## src/rtl/hnf_sf_access_ctrl.sv

```systemverilog
// Snoop filter SRAM access controller.
// Sweeps the tag array to zero after reset, then serves single-cycle writes
// and fixed-latency lookups that resolve hit way or victim way.
module hnf_sf_access_ctrl #(
  parameter int unsigned SF_INDEX_WIDTH = 10,
  parameter int unsigned SF_WAY_NUM     = 4,
  parameter int unsigned SF_TAG_WIDTH   = 20,
  parameter int unsigned SF_PRES_WIDTH  = 8,
  parameter int unsigned SF_RD_LAT      = 2,
  localparam int unsigned SF_CLINE_WIDTH = SF_TAG_WIDTH + SF_PRES_WIDTH
) (
  input  logic                                 clk,
  input  logic                                 rst,
  input  logic                                 req_valid,
  output logic                                 req_ready,
  input  logic                                 req_op,
  input  logic [SF_INDEX_WIDTH-1:0]            req_index,
  input  logic [SF_TAG_WIDTH-1:0]              req_tag,
  input  logic [SF_WAY_NUM-1:0]                req_wr_ways,
  input  logic [SF_CLINE_WIDTH-1:0]            req_wr_cline,
  output logic                                 resp_valid,
  input  logic                                 resp_ready,
  output logic                                 resp_hit,
  output logic [SF_WAY_NUM-1:0]                resp_hit_way,
  output logic [SF_CLINE_WIDTH-1:0]            resp_hit_cline,
  output logic [SF_WAY_NUM-1:0]                resp_victim_way,
  output logic [SF_CLINE_WIDTH-1:0]            resp_victim_cline,
  output logic                                 init_done,
  output logic [SF_INDEX_WIDTH-1:0]            sf_index_q,
  output logic                                 sf_rd_en_q,
  output logic [SF_WAY_NUM-1:0]                sf_wr_ways_q,
  output logic [SF_CLINE_WIDTH-1:0]            sf_wr_cline_q,
  input  logic [SF_CLINE_WIDTH*SF_WAY_NUM-1:0] sf_rd_clines_q
);

  localparam int unsigned RR_W = (SF_WAY_NUM > 1) ? $clog2(SF_WAY_NUM) : 1;

  typedef enum logic [1:0] {ST_INIT, ST_IDLE, ST_RD_WAIT, ST_RESP} state_e;

  state_e                    state_q, state_d;
  logic [SF_INDEX_WIDTH:0]   init_cnt_q, init_cnt_d;
  logic [1:0]                lat_cnt_q, lat_cnt_d;
  logic [SF_TAG_WIDTH-1:0]   tag_q, tag_d;
  logic [RR_W-1:0]           rr_q, rr_d;
  logic                      rr_adv_q, rr_adv_d;
  logic                      init_done_q, init_done_d;
  logic                      resp_valid_q, resp_valid_d;
  logic                      resp_hit_q, resp_hit_d;
  logic [SF_WAY_NUM-1:0]     resp_hit_way_q, resp_hit_way_d;
  logic [SF_CLINE_WIDTH-1:0] resp_hit_cline_q, resp_hit_cline_d;
  logic [SF_WAY_NUM-1:0]     resp_victim_way_q, resp_victim_way_d;
  logic [SF_CLINE_WIDTH-1:0] resp_victim_cline_q, resp_victim_cline_d;
  logic [SF_INDEX_WIDTH-1:0] sf_index_d;
  logic                      sf_rd_en_d;
  logic [SF_WAY_NUM-1:0]     sf_wr_ways_d;
  logic [SF_CLINE_WIDTH-1:0] sf_wr_cline_d;

  logic [SF_CLINE_WIDTH-1:0] way_cline;
  logic                      hit_c, inv_c;
  logic [SF_WAY_NUM-1:0]     hit_way_c, inv_way_c, rr_way_c;
  logic [SF_CLINE_WIDTH-1:0] hit_cline_c, inv_cline_c, rr_cline_c;

  assign req_ready         = (state_q == ST_IDLE);
  assign resp_valid        = resp_valid_q;
  assign resp_hit          = resp_hit_q;
  assign resp_hit_way      = resp_hit_way_q;
  assign resp_hit_cline    = resp_hit_cline_q;
  assign resp_victim_way   = resp_victim_way_q;
  assign resp_victim_cline = resp_victim_cline_q;
  assign init_done         = init_done_q;

  // Resolve lowest hit way, lowest invalid way and the round-robin way from read data.
  always_comb begin
    way_cline   = '0;
    hit_c       = 1'b0;
    inv_c       = 1'b0;
    hit_way_c   = '0;
    inv_way_c   = '0;
    rr_way_c    = '0;
    hit_cline_c = '0;
    inv_cline_c = '0;
    rr_cline_c  = '0;
    for (int unsigned i = 0; i < SF_WAY_NUM; i++) begin
      way_cline = sf_rd_clines_q[i*SF_CLINE_WIDTH +: SF_CLINE_WIDTH];
      if (|way_cline[SF_PRES_WIDTH-1:0]) begin
        if (!hit_c && (way_cline[SF_CLINE_WIDTH-1 -: SF_TAG_WIDTH] == tag_q)) begin
          hit_c        = 1'b1;
          hit_way_c[i] = 1'b1;
          hit_cline_c  = way_cline;
        end
      end else if (!inv_c) begin
        inv_c        = 1'b1;
        inv_way_c[i] = 1'b1;
        inv_cline_c  = way_cline;
      end
      if (RR_W'(i) == rr_q) begin
        rr_way_c[i] = 1'b1;
        rr_cline_c  = way_cline;
      end
    end
  end

  // Next-state and registered-output computation for the access FSM.
  always_comb begin
    state_d             = state_q;
    init_cnt_d          = init_cnt_q;
    lat_cnt_d           = lat_cnt_q;
    tag_d               = tag_q;
    rr_d                = rr_q;
    rr_adv_d            = rr_adv_q;
    init_done_d         = init_done_q;
    resp_valid_d        = resp_valid_q;
    resp_hit_d          = resp_hit_q;
    resp_hit_way_d      = resp_hit_way_q;
    resp_hit_cline_d    = resp_hit_cline_q;
    resp_victim_way_d   = resp_victim_way_q;
    resp_victim_cline_d = resp_victim_cline_q;
    sf_index_d          = sf_index_q;
    sf_wr_cline_d       = sf_wr_cline_q;
    sf_rd_en_d          = 1'b0;
    sf_wr_ways_d        = '0;
    case (state_q)
      ST_INIT: begin
        // Extra counter MSB marks sweep completion so IDLE and init_done rise together.
        if (!init_cnt_q[SF_INDEX_WIDTH]) begin
          sf_index_d    = init_cnt_q[SF_INDEX_WIDTH-1:0];
          sf_wr_ways_d  = '1;
          sf_wr_cline_d = '0;
          init_cnt_d    = init_cnt_q + (SF_INDEX_WIDTH+1)'(1);
        end else begin
          state_d     = ST_IDLE;
          init_done_d = 1'b1;
        end
      end
      ST_IDLE: begin
        if (req_valid) begin
          sf_index_d = req_index;
          if (req_op) begin
            sf_wr_ways_d  = req_wr_ways;
            sf_wr_cline_d = req_wr_cline;
          end else begin
            sf_rd_en_d = 1'b1;
            tag_d      = req_tag;
            lat_cnt_d  = '0;
            state_d    = ST_RD_WAIT;
          end
        end
      end
      ST_RD_WAIT: begin
        if (lat_cnt_q == 2'(SF_RD_LAT)) begin
          state_d      = ST_RESP;
          resp_valid_d = 1'b1;
          resp_hit_d   = hit_c;
          rr_adv_d     = 1'b0;
          if (hit_c) begin
            resp_hit_way_d      = hit_way_c;
            resp_hit_cline_d    = hit_cline_c;
            resp_victim_way_d   = '0;
            resp_victim_cline_d = '0;
          end else begin
            resp_hit_way_d   = '0;
            resp_hit_cline_d = '0;
            if (inv_c) begin
              resp_victim_way_d   = inv_way_c;
              resp_victim_cline_d = inv_cline_c;
            end else begin
              resp_victim_way_d   = rr_way_c;
              resp_victim_cline_d = rr_cline_c;
              rr_adv_d            = 1'b1;
            end
          end
        end else begin
          lat_cnt_d = lat_cnt_q + 2'd1;
        end
      end
      ST_RESP: begin
        if (resp_ready) begin
          resp_valid_d = 1'b0;
          state_d      = ST_IDLE;
          if (rr_adv_q) begin
            rr_d = (rr_q == RR_W'(SF_WAY_NUM-1)) ? '0 : rr_q + RR_W'(1);
          end
        end
      end
      default: state_d = ST_INIT;
    endcase
  end

  // State and output registers; reset restarts the initialisation sweep.
  always_ff @(posedge clk or posedge rst) begin
    if (rst) begin
      state_q             <= ST_INIT;
      init_cnt_q          <= '0;
      lat_cnt_q           <= '0;
      tag_q               <= '0;
      rr_q                <= '0;
      rr_adv_q            <= 1'b0;
      init_done_q         <= 1'b0;
      resp_valid_q        <= 1'b0;
      resp_hit_q          <= 1'b0;
      resp_hit_way_q      <= '0;
      resp_hit_cline_q    <= '0;
      resp_victim_way_q   <= '0;
      resp_victim_cline_q <= '0;
      sf_index_q          <= '0;
      sf_rd_en_q          <= 1'b0;
      sf_wr_ways_q        <= '0;
      sf_wr_cline_q       <= '0;
    end else begin
      state_q             <= state_d;
      init_cnt_q          <= init_cnt_d;
      lat_cnt_q           <= lat_cnt_d;
      tag_q               <= tag_d;
      rr_q                <= rr_d;
      rr_adv_q            <= rr_adv_d;
      init_done_q         <= init_done_d;
      resp_valid_q        <= resp_valid_d;
      resp_hit_q          <= resp_hit_d;
      resp_hit_way_q      <= resp_hit_way_d;
      resp_hit_cline_q    <= resp_hit_cline_d;
      resp_victim_way_q   <= resp_victim_way_d;
      resp_victim_cline_q <= resp_victim_cline_d;
      sf_index_q          <= sf_index_d;
      sf_rd_en_q          <= sf_rd_en_d;
      sf_wr_ways_q        <= sf_wr_ways_d;
      sf_wr_cline_q       <= sf_wr_cline_d;
    end
  end

endmodule

```

## config.mk

```make
export PLATFORM = sky130hd
export DESIGN_NAME = hnf_sf_access_ctrl
export DESIGN_NICKNAME = d
export VERILOG_FILES = /design/src/rtl/hnf_sf_access_ctrl.sv
export SDC_FILE = /design/constraint.sdc
export NUM_CORES = 1
export LEC_CHECK = 0
export ABC_AREA = 1
export CORE_ASPECT_RATIO = 0.8
export CORE_MARGIN = 2
export CORE_UTILIZATION = 45
export DETAILED_ROUTE_END_ITERATION = 10
export DONT_BUFFER_PORTS = 1
export GPL_TIMING_DRIVEN = 0
export PLACE_DENSITY = 0.72
export SETUP_SLACK_MARGIN = 0.3
export SYNTH_ARGS = -nofsm -noshare
export SYNTH_HDL_FRONTEND = slang
export SYNTH_SLANG_ARGS = --single-unit
export TNS_END_PERCENT = 1
```

## constraint.sdc

```tcl
create_clock -name clk -period 10.7 [get_ports clk]
set_input_delay 1.605 -clock clk [delete_from_list [all_inputs] [get_ports clk]]
set_output_delay 1.605 -clock clk [all_outputs]
set_load 0.05 [all_outputs]
```

==> out/metrics.yaml, run 1 <==
cpPeakStageDelay_ns: 0.50
numCtsBuffers: 17
crit_chain: "nor2_1 -> nand2_1 -> nor2_2 -> clkinv_1 -> nand2_1 -> buf_2 -> o22ai_1 -> o21ai_0 -> nand2_1"
synth_largest_area_cell: "dfrtp_1"
hold_depth: 1
fmax_mhz: 263
die_y_um: 138
fin_skew_ns: 0.0215
ys.flop_type: "dfrtp_1"
met1_usage: 0.499
yosysWarnings: 0
htreeDepth: 4
syn_nets: 1779
cts_sinks: 148
path_max_fanout: 10
hp-class: "flip-flop to flip-flop"
ys_seq_area_frac: 0.366
synthTopCellsByArea: "dfrtp_1, nand2_1, o21ai_0"
slew-limit-headroom: 0.386
slew_viol_final: 0
cp-start-kind: "primary input"
via_per_inst: 5.81
postSynthAreaPerCell_um2: 6.37
tightest_slew_ns: 0.921
rsz0062_at_grt: "false"
synth-edff-count: 0
dpl_cell_area_um2: 10500
port-buffer-count: 0
path_class: "primary input to flip-flop"
cts_root_buf: "clkbuf_16"
worst_slack_ns: 6.89
async_flop_share: 1.00
postRouteAntennaNets: 0
synth_top_area_share: 0.366
final_nets: 1799
drive_above_1_share: 0.0524
drtIter0Drc: 1454
hold_viol_final: 0
cp-end-kind: "flip-flop"
clk_path_buf_depth: 2
path_common_cell: "nand2_1"
fin_crit_ns: 3.81
whs_ns: 0.503
setup_violations: 0
ys_ff_latch: 148
grt_max_degree: 101
syn_inst: 1589
antenna_found_initial: 0
period_share: 0.356
peakVddDrop_uv: 92.0
hold_buffers: 0
critical_path_required_ns: 11.01
routed_wl_mm: 43.1
cp_slowest_cell: "clkinv_1"
dieArea_um2: 23700
cap_violations: 0
grt-ovfl-total: 0
clock_latency_ns: 0.44
pre_cts_ws_ns: 6.60
syn_to_final_growth_pct: 10.0
die_x_um: 172
final_core_util: 0.500
yosysUniqueCellTypes: 36
gp_congestion: 1.04
r2r_cells: 12
netlist_area_um2: 10100
diodes: 0
grt_usage: 0.362
p_per_area_nw_per_um2: 116
yosysMostFrequentCell: "nand2_1"
num_rows: 49
dr_total_vias: 11200
post_cts_buffers: 0
crit_arrival_ns: 4.11
drcViolationCount: 0
status: "finished clean"
first_pass_iters: 8
post_cts_resized: 0
ios: 290
core_um2: 22300
grt_pass1_wl_mm: 63.8
setup_tns_ns: 0
use_met2: 0.521
busiest_layer: "met2"
clk_pin_slew_ns: 0.07
final_area_um2: 11100
hpwl_mm: 33.0
cts_tree: "done"
use_met3: 0.137
wl_per_cell_um: 22.4
first_global_vias: 10400
power.leakage_uw: 0.00560
synth_commonest_cells: "nand2_1, nor2_1, o21ai_0"
start_util: 0.455
logic make-up (layout without fill, tap and decap cells):
kind of cell,Yosys count,after routing,synth area share
multiplexers,1,1,0.000989
AO/OA/AOI/OAI,257,257,0.139
AND/OR/NAND/NOR,903,903,0.362
XOR/XNOR,23,23,0.0199
flip-flops,148,148,0.366
adder cells (fa/ha/maj),11,11,0.0136
buffers and inverters,246,279,0.0978
layout by cell type, fill, tap and decap left out, drive strengths merged, types with 2 or more instances in the layout:
cell type	instances
nand2	580
nor3	9
nand4	35
xnor2	6
ha	11
nor2	160
o2111ai	2
nand3	115
xor2	17
inv	172
clkinv	7
clkbuf	65
o22ai	12
buf	34
dfrtp	148
o211ai	19
a21oi	43
and2	2
o31ai	12
o21a	3
o21ai	162
layout make-up:
type / count / area [µm²]
plain buffers: 80 / 367
clock buffers: 18 / 439
flip-flops and latches: 148 / 3700
fillers: 2303 / 11100
repair buffers: 1 / 27.5
multi-input cells: 1195 / 5420
inverters: 166 / 628
clock inverters: 14 / 158
well taps: 306 / 383
metal layers:
layer  up-vias  routed length (µm)
met3        89                5900
met2       738               18000
met5         -                   0
met1      5233               17800
met4         0                1380
li1       5134                   -
critical path: cells and delay by family:
family                 cells  cell delay (ns)
AND/OR/NAND/NOR            5             1.06
buffers and inverters      2             0.93
AO/OA/AOI/OAI              2             0.50
sequential cells by signal, summed over array words and instances (netlist names), 2 cells and up:
signal             cells
rr_q                   2
sf_wr_ways_q           4
resp_victim_cline     28
sf_index_q            10
state_q                2
resp_victim_way        4
resp_hit_way           4
tag_q                 20
lat_cnt_q              2
sf_wr_cline_q         28
init_cnt_q            11
resp_hit_cline        28
where the power goes:
| group | switching (µW) | internal [µW] |
|---|---|---|
| clock network | 293 | 340 |
| logic | 64.6 | 28.8 |
| registers | 6.55 | 563 |
worst paths after layout:
path | start | slack, ns | endpoint
min in group asynchronous | rst | 1.07 | sf_wr_cline_q[0]
min | init_cnt_q[4] | 0.50 | init_cnt_q[4]
min reg2reg | init_cnt_q[4] | 0.50 | init_cnt_q[4]
max reg2reg | rr_q[0] | 7.46 | resp_victim_cline[8]
max | sf_rd_clines_q[3] | 6.89 | resp_victim_cline[8]
max in group asynchronous | rst | 8.76 | resp_victim_way[0]
metrics by stage:
stage,instances,total power (µW)
6_report,1928,1300
4_1_cts,1928,1300
3_5_place_dp,1896,672
2_1_floorplan,1589,644
5_1_grt,1928,1340
3_3_place_gp,1895,669
Note: power is estimated with default switching activity, not from simulation.
==> run 2: changes to the inputs <==
Clock period 10.7 ns to 3.68 ns, I/O delays scaled along.
==> out/metrics.yaml, run 2 (synthesis gave the netlist of run 1 again) <==
status: "finished clean"
clock_latency_ns: 0.44  # about the same
port-buffer-count: 0  # unchanged
drtIter0Drc: 1475  # +1.4%
path_max_fanout: 10  # unchanged
final_nets: 1802  # +0.17%
die_y_um: 138  # unchanged
syn_to_final_growth_pct: 10.3
seq_area_um2: 3700  # unchanged
mostFrequentLayoutCells: "nand2_1, nor2_1, o21ai_0"
power.leakage_uw: 0.00561  # +0.16%
multi_input_comb_area_um2: 5420  # unchanged
tightest_slew_ns: 0.910  # -0.0102 ns
gp_congestion: 1.07  # +2.3%
final_core_util: 0.502  # +0.00146
wl_met1_mm: 17.2  # -3.2%
routed_wl_mm: 42.6  # -1.1%
fin_skew_ns: 0.0168  # -0.00468 ns
met3WireLength_mm: 6.52  # +11%
critical_path_required_ns: 4.05  # -6.96 ns
hold_buffers: 0  # unchanged
dpl.cell_count: 1899  # +0.16%
cp-end-kind: "flip-flop"
diodes: 0  # unchanged
ios: 290  # unchanged
num_rows: 49  # unchanged
r2r-end: "resp_victim_cline[9]"
drcViolationCount: 0  # unchanged
fin_crit_ns: 3.35
first_global_vias: 10100  # -3.1%
crit_arrival_ns: 3.71  # -0.40 ns
setup_violations: 0  # unchanged
post_cts_buffers: 0  # unchanged
cts_sinks: 148  # unchanged
r2r_cells: 12  # unchanged
setup_tns_ns: 0  # unchanged
clk_pin_slew_ns: 0.07  # about the same
dpl_cell_area_um2: 10600  # +0.49%
hold_viol_final: 0  # unchanged
final_area_um2: 11200  # +0.29%
numCtsBuffers: 17  # unchanged
cp-start-kind: "flip-flop"
period_share: 0.909
rsz0062_at_grt: "true"
via_per_inst: 5.77  # -0.54%
slew_viol_final: 0  # unchanged
reg2reg_slack_ns: 0.33  # -7.13 ns
path_class: "flip-flop to flip-flop"
wl_met2_mm: 17.5  # -2.8%
htreeDepth: 4  # unchanged
antenna_found_initial: 2  # +2
p_per_area_nw_per_um2: 331  # +180%
top_layer_used: "met5"
cts_tree: "done"
hpwl_mm: 32.7  # -1.1%
final_common_cell: "nand2_1"
post_cts_resized: 0  # unchanged
hp-class: "primary input to async pin"
whs_ns: 0.0184  # -0.485 ns
start_util: 0.455  # unchanged
dieArea_um2: 23700  # unchanged
postRouteAntennaNets: 0  # unchanged
fmax_mhz: 299
cap_violations: 0  # unchanged
clk_path_buf_depth: 2  # unchanged
wl_per_cell_um: 22.1  # -1.2%
grt-ovfl-total: 0  # unchanged
grt_usage: 0.358  # -0.00449
layoutNonFillerInstCount: 1931  # +0.16%
first_pass_iters: 5  # -3
dr_total_vias: 11200  # -0.38%
grt_max_degree: 43  # -57%
drive_above_1_share: 0.0548  # +0.00236
fillers: 2321  # +0.78%
die_x_um: 172  # unchanged
grt_pass1_wl_mm: 62.8  # -1.5%
cts_root_buf: "clkbuf_16"
core_um2: 22300  # unchanged
slew-limit-headroom: 0.393  # +0.00683
r2r_start: "rr_q[0]"
peakVddDrop_uv: 280  # +200%
==> run 2: critical path, stage by stage, from the launching register on <==
cell and delay, ns:
dfrtp_1 0.40, inv_1 0.12, ha_1 0.15, buf_2 0.32, inv_1 0.28, nor2_1 0.30
inv_1 0.09, o21ai_0 0.57, buf_2 0.45, nand2_1 0.09, a21oi_1 0.17, o21ai_0 0.21
nand2_1 0.11
==> run 2: power breakdown <==
group	internal, µW	total (µW)	switching, µW
Clock	916	1760	843
Combinational	89.2	277	188
Sequential	1640	1660	19.0
Total	2640	3690	1050
==> run 2: per-stage QoR <==
stage | power [µW] | setup slack (ns)
after global routing | 3820 | 0.278
after floorplan | 1870 | 1.27
after global placement | 1950 | 0.424
final | 3690 | 0.334
after CTS | 3710 | 0.494
after detailed placement | 1960 | 0.520
==> run 2: worst max-delay path by stage <==
stage / from / endpoint / slack (ns) / cells past startpoint
6_report: rr_q[0] / resp_victim_cline[9] / 0.33 / 12
5_1_grt: state_q[1] / tag_q[8] / 0.28 / 8
4_1_cts: state_q[1] / tag_q[8] / 0.49 / 8
3_5_place_dp: state_q[1] / tag_q[8] / 0.52 / 8
3_3_place_gp: rst / resp_hit_cline[11] / 0.42 / 1
2_1_floorplan: rst / init_cnt_q[0] / 1.27 / 1
==> run 2: cell type report <==
cell class / instances / share of cell area
well taps: 306 / 0.0343
plain buffers: 80 / 0.0330
clock inverters: 14 / 0.0123
multi-input cells: 1195 / 0.486
repair buffers: 4 / 0.00717
clock buffers: 18 / 0.0393
inverters: 166 / 0.0562
flip-flops and latches: 148 / 0.332
==> run 2: per-layer routing <==
layer	vias up	track usage
met4	2	0.118
li1	5127	-
met2	769	0.504
met5	-	0.0207
met1	5162	0.498
met3	91	0.139
==> run 3: changes to the inputs <==
Settings changed: SLEW_MARGIN from default to 30.
Clock period 3.68 ns to 3.9 ns, I/O delays scaled along.
==> out/metrics.yaml, run 3 (synthesis gave the netlist of run 1 again) <==
whs_ns: 0.0394  # +0.0210 ns
dpl_cell_area_um2: 10600  # +0.26%
die_y_um: 138  # unchanged
first_global_vias: 10200  # +0.46%
drcViolationCount: 0  # unchanged
start_util: 0.455  # unchanged
cap_violations: 0  # unchanged
die_x_um: 172  # unchanged
setup_violations: 0  # unchanged
rsz0062_at_grt: "false"
via_per_inst: 5.80  # +0.38%
power_uw: 3460  # -6.3%
fin_skew_ns: 0.0148  # -0.00202 ns
grt_max_degree: 31  # -28%
worst_slack_ns: 0.573  # +0.238 ns
clk_pin_slew_ns: 0.07  # about the same
first_pass_iters: 6  # +1
cp-end-kind: "flip-flop"
diodes: 0  # unchanged
dr_total_vias: 11200  # +0.43%
cts_root_buf: "clkbuf_16"
setup_tns_ns: 0  # unchanged
clk_path_buf_depth: 2  # unchanged
peakVddDrop_uv: 244  # -13%
post_cts_resized: 0  # unchanged
cts_sinks: 148  # unchanged
grt-ovfl-total: 0  # unchanged
cp-start-kind: "flip-flop"
gp_congestion: 1.07  # unchanged
hold_viol_final: 0  # unchanged
core_um2: 22300  # unchanged
slew_viol_final: 0  # unchanged
postRouteAntennaNets: 0  # unchanged
mostFrequentLayoutCells: "nand2_1, nor2_1, o21ai_0"
routed_wl_mm: 42.5  # -0.24%
dieArea_um2: 23700  # unchanged
htreeDepth: 4  # unchanged
p_per_area_nw_per_um2: 310  # -6.4%
grt_pass1_wl_mm: 62.6  # -0.33%
final_area_um2: 11200  # +0.10%
ios: 290  # unchanged
status: "finished clean"
path_common_cell: "inv_1"
fin_crit_ns: 3.33  # -0.0183 ns
hold_buffers: 0  # unchanged
num_rows: 49  # unchanged
cts_tree: "done"
port-buffer-count: 0  # unchanged
tightest_slew_ns: 0.941  # +0.0310 ns
slew-limit-headroom: 0.372  # -0.0207
post_cts_buffers: 0  # unchanged
cp_slowest_cell: "o21ai_0"
drive_above_1_share: 0.0541  # -0.000649
drtIter0Drc: 1581  # +7.2%
critical_path_required_ns: 4.27  # +0.22 ns
hpwl_mm: 32.7  # about the same
crit_arrival_ns: 3.70  # about the same
fillers: 2297  # -1.0%
path_class: "flip-flop to flip-flop"
grt_usage: 0.355  # -0.00266
antenna_found_initial: 0  # -2
power.leakage_uw: 0.00561  # about the same
final_common_cell: "nand2_1"
pre_cts_ws_ns: 0.757  # +0.237 ns
syn_to_final_growth_pct: 10.4
period_share: 0.853  # -0.0560
hp-class: "primary input to async pin"
path_max_fanout: 10  # unchanged
final_nets: 1803  # +0.055%
fmax_mhz: 301  # +0.55%
cpPeakStageDelay_ns: 0.60  # +0.03 ns
numCtsBuffers: 17  # unchanged
crit_chain: "inv_1 -> ha_1 -> buf_2 -> inv_1 -> nor2_1 -> inv_1 -> o21ai_0 -> buf_2 -> nand2_1 -> a21oi_1 -> o21ai_0 -> nand2_1"
wl_per_cell_um: 22.0  # -0.29%
clock_latency_ns: 0.44  # about the same
## run 3: cell types whose count changed in the layout (fill, tap and decap cells not counted)
cell / before / now
clkbuf_1: 46 / 48
clkbuf_8: 1 / 0
clkinv_8: 2 / 1
inv_8: 2 / 3
buf_16: 0 / 1
clkbuf_2: 1 / 0
## run 3: critical path: cells and delay by family, from the launching register on
kind | cells | cell delay [ns]
AOI/OAI and AO/OA | 3 | 0.98
adders and majority gates | 1 | 0.15
buffers and inverters | 5 | 1.21
DFF | 1 | 0.40
and+or+nand+nor | 3 | 0.52
## run 3: final timing paths
kind	slack, ns	depth (start not counted)	startpoint	endpoint
max	0.57	12	rr_q[0]	resp_victim_cline[9]
min	0.04	1	rst	resp_hit_cline[26]
max reg2reg	0.57	12	rr_q[0]	resp_victim_cline[9]
min reg2reg	0.50	1	init_cnt_q[4]	init_cnt_q[4]
max in group asynchronous	2.91	4	rst	tag_q[9]
min in group clk	0.27	2	req_tag[7]	tag_q[7]
## run 3: routing by layer
metal	track usage	vias up	share of wire
met4	0.120	0	0.034
met2	0.498	751	0.41
li1	-	5122	-
met3	0.114	95	0.15
met1	0.512	5231	0.41
met5	0	-	0
## run 3: power breakdown
group / switching [µW] / internal, µW
clock: 786 / 847
sequential: 17.7 / 1550
combinational: 177 / 86.9
total: 981 / 2480
## run 3: metrics by stage
stage / util / std cells
detailed placement: 0.477 / 1900
finish: 0.502 / 1932
CTS: 0.502 / 1932
global route: 0.502 / 1932
floorplan: - / 1589
global placement: 0.472 / 1895
## run 3: cell type report
| cell class | instances | area [µm²] | share of cell area |
|---|---|---|---|
| timing repair buffer | 5 | 108 | 0.00963 |
| sequential | 148 | 3700 | 0.331 |
| clock inverter | 14 | 133 | 0.0119 |
| multi-input combinational | 1195 | 5420 | 0.485 |
| inverter | 166 | 627 | 0.0561 |
| buffer | 80 | 367 | 0.0328 |
| tap | 306 | 383 | 0.0343 |
| clock buffer | 18 | 429 | 0.0384 |
==> edit, RTL diff (config.mk and constraints of run 2) <==
Set the parameter `SF_INDEX_WIDTH` to 9 (it was 10).
--- a/src/rtl/hnf_sf_access_ctrl.sv
+++ b/src/rtl/hnf_sf_access_ctrl.sv
@@ -4,3 +4,3 @@
 module hnf_sf_access_ctrl #(
-  parameter int unsigned SF_INDEX_WIDTH = 10,
+  parameter int unsigned SF_INDEX_WIDTH = 9,
   parameter int unsigned SF_WAY_NUM     = 4,
Ports: changed (resized req_index and sf_index_q); port bits go from 290 to 288. The function was not compared with the original's and may differ.
==> edit against run 2 <==
Setup slack improved by 0.044 ns; via count grew 3.2%; first-iteration DRC count increased by 12%; routed wire length increased by 8.2%; design area rose by 0.81%; synthesized area is 0.61% higher; total power up 2.5%; sequential cell count fell by 2.
==> edit: results (changes against run 2) <==
critical_path.slowest_cell: "o21ai_0"  # unchanged
wl_met3_um: 7390  # was 6520 um
finalClockSkew_ns: 0.0185  # was 0.0168 ns
regArea_sq_um: 3650  # was 3700 sq um
yosys_warnings: 0  # unchanged
ff2ff_setup_slack_ns: 0.64  # was 0.33 ns
nets: 1837  # was 1802
hpwlAfterDp_um: 36500  # was 32700 um
grt_max_degree: 42  # was 43
signal_buffers: 72  # was 84
worstSkewPairLatency_ns: 0.45
groute.usage.overall_pct: 38.9  # was 35.8%
use_met2_pct: 53.3  # was 50.4%
pg_clk_mw: 1.81  # was 1.76 mW
synth.top_cell.area_share_pct: 35.9  # was 36.6%
antenna_found_initial: 0  # was 2
num-multi-input-gates: 1243  # was 1195
wl_met1_um: 18800  # was 17200 um
cts-buffers-inserted: 17  # unchanged
ir_drop_v: 0.000291  # was 0.000280 V
clkCellAreaFrac_pct: 5.43  # was 5.17%
grt_pass1_wl_um: 68400  # was 62800 um
cts_resized: 1  # was 0
synth.area.top_cells: "dfrtp_1 36%, nand2_1 22%, o21ai_0 7.9%"  # was dfrtp_1 37%, nand2_1 22%, o21ai_0 7.6%
synth_commonest_cells: "587 x nand2_1, 198 x nor2_1, 161 x o21ai_0"  # was 580 x nand2_1, 157 x nor2_1, 154 x o21ai_0
dr.pass1.iters: 9  # was 5
pg_comb_mw: 0.332  # was 0.277 mW
num_vias: 11500  # was 11200
critPathMaxFanout: 10  # unchanged
synth_cell_types: 41  # was 36
drt_iter0_markers: 1652  # was 1475
use_met1_pct: 55.3  # was 49.8%
p_sw_mw: 1.16  # was 1.05 mW
final_area_sq_um: 11300  # was 11200 sq um
routed-wl-met2_um: 18300  # was 17500 um
status: "finished, final reports clean"  # unchanged
num_antenna_cells: 2  # was 0
grt_pass1_vias: 10800  # was 10100
final-nonclk-buf-share_pct: 3.25  # was 4.01%
holdCritPathClass: "primary input to asynchronous set/reset pin"  # unchanged
max-slew-margin-rel_pct: 39.7  # was 39.3%
synth_top_cell_by_area: "dfrtp_1"  # unchanged
routed.top_layer: "met4"  # was met5
seq_area_frac_synth_pct: 35.9  # was 36.6%
cts-root-buf: "clkbuf_16"  # unchanged
p_leak_nw: 5.70  # was 5.61 nW
path_clk_slew_ns: 0.09  # was 0.07 ns
clock-sinks: 146  # was 148
wl_um: 46100  # was 42600 um
grtUsageMet3_pct: 15.7  # was 13.9%
fillCellCount: 2346  # was 2321
slowest_delay_ns: 0.67  # was 0.57 ns
drive_above_1_share_pct: 6.08  # was 5.48%
inverters_excl_clock: 168  # was 166
gp_congestion: 1.06  # was 1.07
multi_input_area_share_pct: 49.8  # was 48.6%
io_buffers: 0  # unchanged
[edit: cell types whose count changed in the layout (fill, tap and decap cells not counted), moves of 7 or more]
cell	change
inv_2	+11
o31ai_1	-9
o21ai_0	+7
nand3_1	+12
nor2_1	+41
a21oi_1	-7
inv_1	-7
nand4_1	-17
buf_2	-7
nand2_1	+7
[edit: path summary, 6_finish.rpt]
| kind | from | endpoint | depth (start not counted) |
|---|---|---|---|
| min reg2reg | init_cnt_q[9]$_DFFE_PP0N_ | init_cnt_q[9]$_DFFE_PP0N_ | 2 |
| min in group clk | req_tag[17] | tag_q[17]$_DFFE_PP0P_ | 2 |
| max in group asynchronous | rst | resp_victim_cline[12]$_DFFE_PP0P_ | 3 |
| max | sf_rd_clines_q[7] | resp_victim_cline[13]$_DFFE_PP0P_ | 9 |
| max reg2reg | state_q[1]$_DFFE_PP0P_ | tag_q[12]$_DFFE_PP0P_ | 7 |
| min | rst | sf_index_q[4]$_DFFE_PP0P_ | 1 |
[edit: cells by family after synthesis]
group           synth area share, %
simple gates                   38.7
xor+xnor                       1.12
buf+inv                        9.19
compound gates                 13.8
flops                          35.9
fa+ha+maj                      1.35
[edit: metrics by stage]
| stage | power [mW] | setup WS [ns] | std cells | hold WS (ns) |
|---|---|---|---|---|
| floorplan | 1.88 | 1.29 | 1626 | 0.445 |
| global placement | 1.98 | 0.167 | 1932 | 0.469 |
| detailed placement | 1.99 | 0.144 | 1935 | 0.485 |
| CTS | 3.78 | 0.561 | 1967 | 0.174 |
| global route | 3.90 | 0.384 | 1967 | 0.221 |
| finish | 3.79 | 0.378 | 1969 | 0.150 |
[edit: critical path: cells and delay by family]
| kind | cells | cell delay, ns |
|---|---|---|
| simple gates | 4 | 1.20 |
| buf+inv | 3 | 1.04 |
| compound gates | 2 | 0.80 |
